## config.mk

```make
export PLATFORM = sky130hd
export DESIGN_NAME = trb_in_sched
export DESIGN_NICKNAME = d
export VERILOG_FILES = /design/src/rtl/trb_pkg.sv /design/src/rtl/trb_ord_fifo.sv /design/src/rtl/trb_in_sched.sv
export SDC_FILE = /design/constraint.sdc
export NUM_CORES = 1
export LEC_CHECK = 0
export CORE_MARGIN = 3
export CORE_UTILIZATION = 45
export DETAILED_ROUTE_END_ITERATION = 8
export PLACE_DENSITY = 0.65
export REMOVE_ABC_BUFFERS = 1
export SLEW_MARGIN = 20
export SYNTH_ARGS = -nofsm -noshare
export SYNTH_HDL_FRONTEND = slang
export SYNTH_HIERARCHICAL = 1
export SYNTH_SLANG_ARGS = --single-unit
```

## constraint.sdc

```tcl
create_clock -name clk_bus -period 3.3 [get_ports clk_bus]
set_input_delay 0.66 -clock clk_bus [delete_from_list [all_inputs] [get_ports clk_bus]]
set_output_delay 0.66 -clock clk_bus [all_outputs]
set_load 0.01 [all_outputs]
```

## src/rtl/trb_pkg.sv

```systemverilog
// Shared definitions for the turbo decoder array (input scheduler and output mux).
//   NUM_TURBO_MAX : upper bound on the decoder count
//   TRB_PKT_WORDS : bus words per turbo packet (1024-bit block plus 4 tail bits)
//   trb_idx_t     : decoder index wide enough for NUM_TURBO_MAX decoders
//   sched_st_t    : input scheduler states
package trb_pkg;

    localparam int unsigned NUM_TURBO_MAX = 8;
    localparam int unsigned TRB_PKT_WORDS = 25;
    localparam int unsigned TRB_IDX_W     = $clog2(NUM_TURBO_MAX);

    typedef logic [TRB_IDX_W-1:0] trb_idx_t;

    typedef enum logic {
        ARB  = 1'b0,
        XFER = 1'b1
    } sched_st_t;

endpackage

```

## src/rtl/trb_ord_fifo.sv

```systemverilog
// Synchronous order FIFO holding decoder indices in packet arrival order.
// Ports:
//   clk, rst            : clock, synchronous active-high reset
//   push, push_data     : write request and data (dropped when full)
//   pop                 : read request (ignored when empty)
//   head                : entry at the head, forced to 0 while empty
//   full, empty         : occupancy flags
module trb_ord_fifo #(
    parameter int unsigned WIDTH = 1,
    parameter int unsigned DEPTH = 8
) (
    input  logic             clk,
    input  logic             rst,
    input  logic             push,
    input  logic [WIDTH-1:0] push_data,
    input  logic             pop,
    output logic [WIDTH-1:0] head,
    output logic             full,
    output logic             empty
);

    localparam int unsigned AW    = $clog2(DEPTH);
    localparam int unsigned PTR_W = AW + 1;

    logic [WIDTH-1:0] mem [DEPTH];
    logic [PTR_W-1:0] wr_ptr;
    logic [PTR_W-1:0] rd_ptr;
    logic             do_push;
    logic             do_pop;

    // Extra pointer bit distinguishes full from empty when the addresses match.
    assign empty   = (wr_ptr == rd_ptr);
    assign full    = (wr_ptr[AW] != rd_ptr[AW]) && (wr_ptr[AW-1:0] == rd_ptr[AW-1:0]);
    assign do_push = push & ~full;
    assign do_pop  = pop & ~empty;
    assign head    = empty ? '0 : mem[rd_ptr[AW-1:0]];

    // Pointer update
    always_ff @(posedge clk) begin
        if (rst) begin
            wr_ptr <= '0;
            rd_ptr <= '0;
        end else begin
            if (do_push) wr_ptr <= wr_ptr + PTR_W'(1);
            if (do_pop)  rd_ptr <= rd_ptr + PTR_W'(1);
        end
    end

    // Storage; contents are don't-care until written
    always_ff @(posedge clk) begin
        if (do_push) mem[wr_ptr[AW-1:0]] <= push_data;
    end

endmodule

```

## src/rtl/trb_in_sched.sv

```systemverilog
// Packet-level input scheduler for the multi-decoder turbo array.
// Steers whole packets of PKT_WORDS bus words to a ready decoder chosen
// round-robin, and records each granted decoder index in an order FIFO.
// Optional feature: define TRB_SCHED_TIMEOUT_EN to build a stall watchdog
// that aborts a packet after TIMEOUT stalled cycles and sets err_timeout.
// Ports:
//   clk_bus, rst  : bus clock, synchronous active-high reset
//   bus_en        : upstream word valid (accepted when bus_en & bus_ready)
//   bus_ready     : scheduler can take a word (combinational, XFER only)
//   dec_ready     : per-decoder ready from the bus2st front ends
//   dec_en        : per-decoder word strobe, one cycle after acceptance
//   ord_idx       : decoder index at the head of the order FIFO
//   ord_valid     : order FIFO not empty
//   ord_ready     : pop request from the output mux
//   busy          : packet in flight
//   err_timeout   : sticky stall error
module trb_in_sched
    import trb_pkg::*;
#(
    parameter int unsigned NUM_TURBO = 2,
    parameter int unsigned PKT_WORDS = TRB_PKT_WORDS,
    parameter int unsigned ORD_DEPTH = 8,
    parameter int unsigned TIMEOUT   = 1024
) (
    input  logic                         clk_bus,
    input  logic                         rst,
    input  logic                         bus_en,
    output logic                         bus_ready,
    input  logic [NUM_TURBO-1:0]         dec_ready,
    output logic [NUM_TURBO-1:0]         dec_en,
    output logic [$clog2(NUM_TURBO)-1:0] ord_idx,
    output logic                         ord_valid,
    input  logic                         ord_ready,
    output logic                         busy,
    output logic                         err_timeout
);

    localparam int unsigned IDX_W = $clog2(NUM_TURBO);
    localparam int unsigned CNT_W = $clog2(PKT_WORDS);

    sched_st_t        state;
    logic [IDX_W-1:0] sel;
    logic [IDX_W-1:0] last;
    logic [CNT_W-1:0] wcnt;

    logic [IDX_W-1:0] cand;
    logic             cand_found;
    logic             grant;
    logic             acc;
    logic             stall_abort;
    logic             fifo_full;
    logic             fifo_empty;

    // Round-robin search starting just after the last granted decoder
    always_comb begin : arb_search
        int unsigned j;
        cand       = '0;
        cand_found = 1'b0;
        j          = 0;
        for (int unsigned k = 1; k <= NUM_TURBO; k++) begin
            j = 32'(last) + k;
            if (j >= NUM_TURBO) j = j - NUM_TURBO;
            if (!cand_found && dec_ready[IDX_W'(j)]) begin
                cand_found = 1'b1;
                cand       = IDX_W'(j);
            end
        end
    end

    // Full flag is the pre-pop value, so a same-cycle pop defers the grant by one cycle
    assign grant     = (state == ARB) & cand_found & ~fifo_full;
    assign bus_ready = (state == XFER) & dec_ready[sel];
    assign acc       = bus_en & bus_ready;
    assign busy      = (state == XFER);
    assign ord_valid = ~fifo_empty;

    // Scheduler FSM and registered decoder strobes
    always_ff @(posedge clk_bus) begin
        if (rst) begin
            state  <= ARB;
            sel    <= '0;
            last   <= IDX_W'(NUM_TURBO - 1);
            wcnt   <= '0;
            dec_en <= '0;
        end else begin
            for (int unsigned i = 0; i < NUM_TURBO; i++) begin
                dec_en[i] <= acc & (sel == IDX_W'(i));
            end
            case (state)
                ARB: begin
                    if (grant) begin
                        sel   <= cand;
                        last  <= cand;
                        wcnt  <= '0;
                        state <= XFER;
                    end
                end
                XFER: begin
                    if (acc) begin
                        if (wcnt == CNT_W'(PKT_WORDS - 1)) state <= ARB;
                        else                               wcnt  <= wcnt + CNT_W'(1);
                    end else if (stall_abort) begin
                        state <= ARB;
                    end
                end
                default: state <= ARB;
            endcase
        end
    end

`ifdef TRB_SCHED_TIMEOUT_EN
    localparam int unsigned STALL_W = $clog2(TIMEOUT);

    logic [STALL_W-1:0] stall_cnt;
    logic               err_q;

    assign stall_abort = (state == XFER) & ~acc & (stall_cnt == STALL_W'(TIMEOUT - 1));
    assign err_timeout = err_q;

    // Stall watchdog: counts consecutive XFER cycles without an accepted word
    always_ff @(posedge clk_bus) begin
        if (rst) begin
            stall_cnt <= '0;
            err_q     <= 1'b0;
        end else if ((state != XFER) || acc) begin
            stall_cnt <= '0;
        end else if (stall_abort) begin
            stall_cnt <= '0;
            err_q     <= 1'b1;
        end else begin
            stall_cnt <= stall_cnt + STALL_W'(1);
        end
    end
`else
    assign stall_abort = 1'b0;
    assign err_timeout = 1'b0;
`endif

    trb_ord_fifo #(
        .WIDTH (IDX_W),
        .DEPTH (ORD_DEPTH)
    ) u_ord_fifo (
        .clk       (clk_bus),
        .rst       (rst),
        .push      (grant),
        .push_data (cand),
        .pop       (ord_ready),
        .head      (ord_idx),
        .full      (fifo_full),
        .empty     (fifo_empty)
    );

endmodule
```

==> metrics, run 1 <==
f_max between 0.3 and 0.4 GHz; Arr. time, crit path about 3.1 ns; CP required 3.52 ns; Lkg Pwr between 0.0006 and 0.0007 uW; CP max FO 11; clock-pin slew on the worst setup and hold paths around 0.1 ns; Worst R2R Start u_ord_fifo/wr_ptr[0]; Crit path max-delay family simple AND/OR/NAND/NOR gates; Final GP Congestion 0.807; largest net degree at the start of global routing 16; Nets around 180; dpl hpwl between 2000 and 2500 um; Peak VDD IR 0.248 mV; status completed; register area share after synthesis 0.411; Hold Path Class register to register; layout cells sized above 1 0.125; area of the mapped netlist ~0.0016 sq mm; Max-Cap Viols 0; Worst Min Path Start wcnt[2]; gr usage total 0.150; EDFF count, synth 8; post_cts resized 0; asr flop ratio synth 0; Clock Tree Buf Depth 2; Post-CTS Setup Bufs 0; DRT Wirelength 2870 um; Final Max Tran Viols 0; Crit Path Category register to register; initial core utilization 0.475; # setup viols final 0; synth unique cells 49; initial antenna violation count 0; CP Buf/Inv Count 0; crit end category register; Remaining DRCs 0; RSZ-0062 raised after global routing false; hold depth 2; startpoint types register; die area around 0.0043 sq mm; worst rel slew slack 0.334; vias per cell around 5.4; ANT cells 0; CTS Sinks 29; r2r setup slk approximately 0.40 ns; P per Cell Area between 400 and 500 mW/mm^2; worst flop-to-flop path endpoint u_ord_fifo/wr_ptr[3]; fin crit period between 2 and 3 ns; worst hold endpoint wcnt[2]; number of placement rows 21; # fillers 307; Hold Vio Cnt, Final 0; clk_lat worst skew approximately 0.32 ns; worst slew pin tran roughly 0.99 ns; slowest CP cell nor4_1; antenna viol nets, final 0; clock skew about 0.013 ns; Mapped Cells roughly 160; routed vias around 1200; drt pass-1 iters 4; Ys Warns 6; Clock Tree Root clkbuf_4; 1st-iter DRT viols 34; core area about 0.0034 sq mm; DIE HEIGHT approximately 66 um; setup_tns 0 ns; Worst R2R Path Depth 7; Wirelength per Cell approximately 13 um; Final period util 0.878; CTS H-tree depth 2; CTS tree yes; CP cell instances xor2_1, nor4_1, nor2_4, and2_1, nand4_1, mux2_2, a211o_1; first-pass GRT wire length a little under 5000 um; final instance area about 0.0018 sq mm; max incr delay on CP 0.89 ns; Ports 13; synthesized flop and latch total 29; Die Width approximately 66 um; buffers added on ports 11; GRT overflow 0; Post-CTS Hold Buffers 0; Num CTS Buffers 5; vias in the first global route around 1100; Main synth FF type dfxtp_1; Area Growth Syn to Fin 10.7%; Mean Syn Cell Area between 10 and 15 sq um; dpl cell area 0.00173 sq mm
-- power by group --
part	internal, uW	switching, uW	total, uW
Combinational	97.8	97.7	195
Sequential	388	32.1	420
Clock	76.9	120	197
-- area by class of cell --
| class | instances | area (sq um) | share of cell area |
|---|---|---|---|
| Clock buffer | 5 | 37.5 | 0.0211 |
| Clock inverter | 3 | 12.5 | 0.00702 |
| Inverter | 6 | 22.5 | 0.0126 |
| Sequential cell | 29 | 661 | 0.371 |
| Timing Repair Buffer | 12 | 118 | 0.0660 |
| Multi-Input combinational cell | 113 | 873 | 0.490 |
| Tap cell | 46 | 57.6 | 0.0323 |
-- synthesized netlist by cell type, types with 2 or more instances --
master	n	area [sq um]
nand2_1	6	22.5
a41oi_1	2	17.5
ha_1	4	50.1
o31ai_1	2	15.0
edfxtp_1	8	240
a21oi_1	5	25.0
nor3_1	6	30.0
a211o_1	2	17.5
nor2b_1	7	43.8
dfxtp_1	21	420
nand4_1	2	12.5
mux4_2	2	45.0
nor3b_1	2	15.0
inv_1	6	22.5
mux2_2	5	56.3
buf_4	2	15.0
o41a_1	2	22.5
nor4_1	6	37.5
xnor2_1	4	35.0
mux2_1	3	33.8
nand2b_1	7	43.8
nand4b_1	2	17.5
mux2i_1	5	50.1
a21boi_1	2	15.0
buf_2	3	15.0
nor2_1	10	37.5
o21ai_0	2	10.0
clkbuf_1	3	11.3
or4_1	2	15.0
nand3_1	3	15.0
xor2_1	3	26.3
-- layer usage --
| layer | global-route usage | part of all wire | up-vias |
|---|---|---|---|
| met2 | 0.250 | 0.49 | 11 |
| met4 | 0.0544 | 0.015 | 0 |
| met3 | 0.0459 | 0.027 | 5 |
| met5 | 0 | 0 | - |
| li1 | - | - | 601 |
| met1 | 0.180 | 0.46 | 538 |
-- per-stage QoR --
stage          cells   util  hold slack, ns  worst slack, ns  total power, uW
3_3_place_gp     206  0.511           0.465            0.593              618
2_1_floorplan    148      -           0.447            0.816              553
6_report         214  0.526           0.499            0.404              813
5_1_grt          214  0.526           0.509            0.142              863
3_5_place_dp     206  0.511           0.479            0.430              622
4_1_cts          214  0.526           0.495            0.407              819
-- worst register-to-register path, cell delays in order (launching register included) --
cell and delay, ns:
dfxtp_1 0.56, xor2_1 0.24, nor4_1 0.89, nor2_4 0.09, and2_1 0.25, nand4_1 0.18, mux2_2 0.35, a211o_1 0.23
-- worst max path at each step --
stage                                       to  depth (start not counted)                  from  slack (ns)
after floorplan           u_ord_fifo/wr_ptr[3]                          7  u_ord_fifo/wr_ptr[0]        0.82
after global placement               bus_ready                          5          dec_ready[0]        0.59
after detailed placement  u_ord_fifo/wr_ptr[3]                          7  u_ord_fifo/wr_ptr[0]        0.43
after CTS                 u_ord_fifo/wr_ptr[3]                          7  u_ord_fifo/wr_ptr[0]        0.41
after global routing      u_ord_fifo/wr_ptr[3]                          7  u_ord_fifo/wr_ptr[0]        0.14
final                     u_ord_fifo/wr_ptr[3]                          7  u_ord_fifo/wr_ptr[0]        0.40
-- cell usage in the layout, fill, tap and decap left out, types with 3 or more instances in the layout --
cell             Yosys  layout
dfxtp_1             21      21
clkdlybuf4s50_1      0      11
nor2_1              10      10
edfxtp_1             8       8
nand2b_1             7       7
nor2b_1              7       7
inv_1                6       6
nand2_1              6       6
nor4_1               6       6
nor3_1               6       6
a21oi_1              5       5
mux2i_1              5       5
clkbuf_4             0       5
mux2_2               5       5
ha_1                 4       4
xnor2_1              4       4
nand3_1              3       3
xor2_1               3       3
mux2_1               3       3
-- cells by family (layout without fill, tap and decap cells) --
logic type | count (synthesis) | count (layout) | share of synthesized area
xor gates and xnor gates | 8 | 8 | 0.0482
muxes | 16 | 16 | 0.124
adders and majority gates | 4 | 4 | 0.0311
DFF | 29 | 29 | 0.411
and+or+nand+nor | 59 | 59 | 0.209
buffers and inverters | 15 | 26 | 0.0466
AOI/OAI and AO/OA | 25 | 25 | 0.128
other | 1 | 1 | 0.00233
Note: power is estimated with default switching activity, not from simulation.
==> run 2: changes to the inputs <==
Clock period 3.3 ns to 2.8 ns, I/O delays scaled along.
==> run 2 against run 1 <==
Compared with the run above: worst hold slack got worse by 0.0088 ns; register-to-register slack about the same; clock power grew 23%; routed wire length increased by 5.8%; clock skew about the same; worst setup slack worse by 0.18 ns; combinational power is 43% higher; sequential share of layout area decreased by 1.4 points; utilization up 2.0 points; critical path type is now register to output pin; highest routed layer unchanged.
==> metrics, run 2 (same netlist as run 1, synthesis figures left out) <==
status completed; Hold Path Class register to register; first-pass GRT wire length 5370 um (+8.8%); Crit Path Category register to output pin; dpl hpwl 2290 um (+7.6%); buffers added on ports 11 (unchanged); routed vias 1199 (+3.8%); # setup viols final 0 (unchanged); startpoint types register; number of placement rows 21 (unchanged); largest net degree at the start of global routing 16 (unchanged); gr usage total 0.164 (+0.0148); max incr delay on CP 0.49 ns (-0.40 ns); dpl cell area 0.00179 sq mm (+3.5%); Final GP Congestion 0.765 (-5.2%); die area 0.00433 sq mm (unchanged); most frequent cells in the layout 21 x dfxtp_1, 11 x clkdlybuf4s50_1, 10 x nor2_1; Remaining DRCs 0 (unchanged); CTS tree yes; worst slew pin tran 0.685 ns (-0.305 ns); Clock Tree Root clkbuf_4; CTS H-tree depth 2 (unchanged); RSZ-0062 raised after global routing false; P per Cell Area 541 mW/mm^2 (+19%); Layout Utilization 0.546 (+0.0199); ANT cells 0 (unchanged); Post-CTS Hold Buffers 0 (unchanged); DIE HEIGHT 65.8 um (unchanged); crit end category output pin; Peak VDD IR 0.233 mV (-6.0%); initial core utilization 0.475 (unchanged); Area Growth Syn to Fin 14.9%; Hold Vio Cnt, Final 0 (unchanged); Final period util 0.918; clock-pin slew on the worst setup and hold paths 0.10 ns (about the same); Final WS setup 0.228 ns (-0.176 ns); Post-CTS Setup Bufs 0 (unchanged); vias in the first global route 1190 (+8.1%); antenna viol nets, final 0 (unchanged); Lkg Pwr 0.000711 uW (+6.8%); Worst Min Path Start wcnt[4]; Max-Cap Viols 0 (unchanged); Arr. time, crit path 2.01 ns (-1.10 ns); drt pass-1 iters 4 (unchanged); core area 0.00339 sq mm (unchanged); f_max a little under 0.4 GHz; slowest CP cell clkdlybuf4s50_1; final instance area 0.00185 sq mm (+3.8%); Wirelength per Cell 13.6 um (+1.9%); layout cells sized above 1 0.176 (+0.0511); fin crit period between 2 and 3 ns; most common cell after layout, fill and taps aside dfxtp_1; Num CTS Buffers 5 (unchanged); DRT Wirelength 3030 um (+5.8%); clock skew 0.0137 ns (+0.000408 ns); clk_lat worst skew 0.33 ns (about the same); Final Max Tran Viols 0 (unchanged); vias per cell 5.40 (about the same); GRT overflow 0 (unchanged); crit path launch u_ord_fifo/rd_ptr[1]; 1st-iter DRT viols 51 (+50%); worst rel slew slack 0.537 (+0.203); CP cell instances xor2_2, buf_4, nor4_1, nor2_1, clkdlybuf4s50_1; Die Width 65.8 um (unchanged); Clock Tree Buf Depth 2 (unchanged); setup_tns 0 ns (unchanged); Ports 13 (unchanged); CP required 2.24 ns (-1.28 ns); CP max FO 5 (-6); Worst R2R Start u_ord_fifo/rd_ptr[3]; post_cts resized 0 (unchanged); Total Power 1000 uW (+23%); initial antenna violation count 0 (unchanged); Nets 185 (+4.5%); Setup WS pre-CTS 0.160 ns (-0.270 ns); CTS Sinks 29 (unchanged)
run 2: cell types whose count changed in the layout (fill, tap and decap cells not counted), sizes merged:
cell    delta
clkbuf     +1
buf        +8
clkinv     -1
run 2: final cells by class:
cell class / instances / area (sq um)
clock buffer: 6 / 41.3
timing repair buffer: 20 / 178
sequential: 29 / 661
tap: 46 / 57.6
clock inverter: 2 / 10.0
inverter: 6 / 22.5
fill: 313 / 1540
multi-input combinational: 113 / 880
run 2: per-layer routing:
layer	track usage	wire length, um	vias up
met2	0.273	1470	11
met3	0.0408	91	7
met5	0	0	-
met1	0.195	1420	570
li1	-	-	611
met4	0.0855	53	0
run 2: where the power goes:
group	internal [uW]	leakage, uW	total [uW]	switching, uW
logic	140	0.000434	279	139
clock network	95.4	0.0000320	242	147
registers	457	0.000245	480	22.9
run 2: final timing paths:
path / end / depth (start not counted) / slack (ns)
setup reg to reg: u_ord_fifo/wr_ptr[3] / 7 / 0.40
setup / recovery: ord_idx / 5 / 0.23
hold / removal: wcnt[4] / 2 / 0.49
hold reg to reg: wcnt[4] / 2 / 0.49
run 2: worst max-delay path, delay by kind of cell, from the launching register on:
kind | cells | cell delay [ns]
XOR/XNOR | 1 | 0.19
AND/OR/NAND/NOR | 2 | 0.50
buffers and inverters | 2 | 0.65
flip-flops | 1 | 0.35
run 2: through the flow:
step | instances | hold slack, ns
2_1_floorplan | 148 | 0.447
3_3_place_gp | 214 | 0.467
3_5_place_dp | 214 | 0.482
4_1_cts | 222 | 0.495
5_1_grt | 222 | 0.522
6_report | 222 | 0.491
==> run 3: changes to the inputs <==
Settings changed: CTS_BUF_LIST set to sky130_fd_sc_hd__clkbuf_8, PLACE_DENSITY 0.65 to unset.
==> run 3 against run 2 <==
Compared with the run above: register-to-register slack about the same; cell count increased by 0.45%; design area increased by 4.9%; sequential power about the same; non-clock buffer count increased by 1; clock skew decreased by 0.0071 ns; sequential share of layout area decreased by 1.7 points; worst hold slack got worse by 0.0067 ns; die area unchanged; critical path type is now primary input to output pin; largest cell class unchanged; largest power group is now clock.
==> metrics, run 3 (same netlist as run 1, synthesis figures left out) <==
most frequent cells in the layout 21 x dfxtp_1, 11 x clkdlybuf4s50_1, 10 x nor2_1, 10 x buf_4, 8 x edfxtp_1; clock power share 0.404 (+0.162); Final GP Congestion 0.847 (+11%); RSZ-0062 raised after global routing false; number of placement rows 21 (unchanged); clock skew 0.00656 ns (-0.00711 ns); setup_tns 0 ns (unchanged); initial core utilization 0.475 (unchanged); Sw Ratio 0.255 (-0.0539); vias in the first global route 1257 (+5.6%); Final Max Tran Viols 0 (unchanged); Clock Tree Buf Depth 2 (unchanged); startpoint types primary input; Post-CTS Setup Bufs 0 (unchanged); f_max 0.396 GHz (+1.8%); final instance area 0.00194 sq mm (+4.9%); clk_lat worst skew 0.28 ns (-0.05 ns); post_cts resized 0 (unchanged); ANT cells 0 (unchanged); Layout Utilization 0.572 (+0.0266); largest net degree at the start of global routing 12 (-4); Wirelength per Cell 14.1 um (+3.4%); worst rel slew slack 0.466 (-0.0712); 1st-iter DRT viols 33 (-35%); drt pass-1 iters 4 (unchanged); Lkg Pwr 0.000752 uW (+5.8%); Ports 13 (unchanged); CP required 2.24 ns (about the same); Crit Path Category primary input to output pin; layout cells sized above 1 0.186 (+0.0103); CTS Sinks 29 (unchanged); buffers added on ports 11 (unchanged); Hold Vio Cnt, Final 0 (unchanged); core area 0.00339 sq mm (unchanged); gr usage total 0.167 (+0.00251); Nets 186 (+0.54%); crit end category output pin; fin crit period 2.53 ns (-0.0455 ns); Peak VDD IR 0.412 mV (+77%); Hold WS 0.484 ns (-0.00671 ns); Final period util 0.902 (-0.0162); Area Growth Syn to Fin 20.5%; combinational share of power 0.221 (-0.057); Num CTS Buffers 5 (unchanged); CTS tree yes; first-pass GRT wire length 5520 um (+2.8%); DRT Wirelength 3150 um (+3.9%); most common cell after layout, fill and taps aside dfxtp_1; Final WS setup 0.274 ns (+0.0455 ns); P_int 951 uW (+37%); clock-pin slew on the worst setup and hold paths 0.07 ns (-0.03 ns); Max-Cap Viols 0 (unchanged); dpl hpwl 2350 um (+2.5%); Post-CTS Hold Buffers 0 (unchanged); P per Cell Area 658 mW/mm^2 (+22%); sequential power share 0.376 (-0.104); Remaining DRCs 0 (unchanged); GRT overflow 0 (unchanged); sw power 325 uW (+5.2%); # setup viols final 0 (unchanged); worst slew pin tran 0.791 ns (+0.105 ns); Arr. time, crit path 1.97 ns (-0.04 ns); vias per cell 5.46 (+1.0%); status completed; antenna viol nets, final 0 (unchanged); dpl cell area 0.00180 sq mm (+0.42%); Setup WS pre-CTS 0.114 ns (-0.0462 ns); Clock Tree Root clkbuf_8; initial antenna violation count 0 (unchanged); die area 0.00433 sq mm (unchanged); CP max FO 4 (-1); DIE HEIGHT 65.8 um (unchanged); Die Width 65.8 um (unchanged); routed vias 1217 (+1.5%); Hold Path Class register to register; CTS H-tree depth 2 (unchanged)
-- run 3: cell count changes in the layout (fill, tap and decap cells not counted) --
cell,previous run,this run
clkinv_2,2,1
clkbuf_4,5,0
clkbuf_1,1,0
bufinv_16,0,2
clkbuf_8,0,5
buf_4,9,10
-- run 3: path summary, 6_finish.rpt --
kind / from / end / slack (ns) / cells past startpoint
min: sel / dec_en[0] / 0.48 / 1
min reg2reg: sel / dec_en[0] / 0.48 / 1
max reg2reg: u_ord_fifo/rd_ptr[3] / u_ord_fifo/wr_ptr[3] / 0.39 / 7
max: dec_ready[1] / bus_ready / 0.27 / 5
-- run 3: power by group through the flow --
stage | Combinational [uW] | Sequential [uW] | Clock (uW)
floorplan | 155 | 496 | 0
global placement | 275 | 488 | 0
detailed placement | 278 | 489 | 0
CTS | 280 | 480 | 533
global route | 311 | 483 | 548
finish | 282 | 480 | 515
-- run 3: stage by stage --
step                total power [uW]  std cells
CTS                             1290        223
floorplan                        651        148
global placement                 763        215
global route                    1340        223
finish                          1280        223
detailed placement               767        215
-- run 3: layout make-up --
| cell class | count | area (sq um) |
|---|---|---|
| inverter | 6 | 22.5 |
| sequential | 29 | 661 |
| tap | 46 | 57.6 |
| fill | 284 | 1450 |
| clock inverter | 3 | 65.1 |
| clock buffer | 5 | 68.8 |
| timing repair buffer | 21 | 185 |
| multi-input combinational | 113 | 880 |
-- run 3: worst max-delay path, cell delays in order --
cell,delay (ns)
clkdlybuf4s50_1,0.53
mux2_4,0.20
nand2_1,0.08
inv_1,0.07
clkdlybuf4s50_1,0.53
-- run 3: layer usage --
layer	wire [um]	GRT usage	vias up
li1	-	-	614
met1	1380	0.195	581
met2	1610	0.284	18
met3	122	0.0374	4
met4	34	0.0855	0
met5	0	0	-
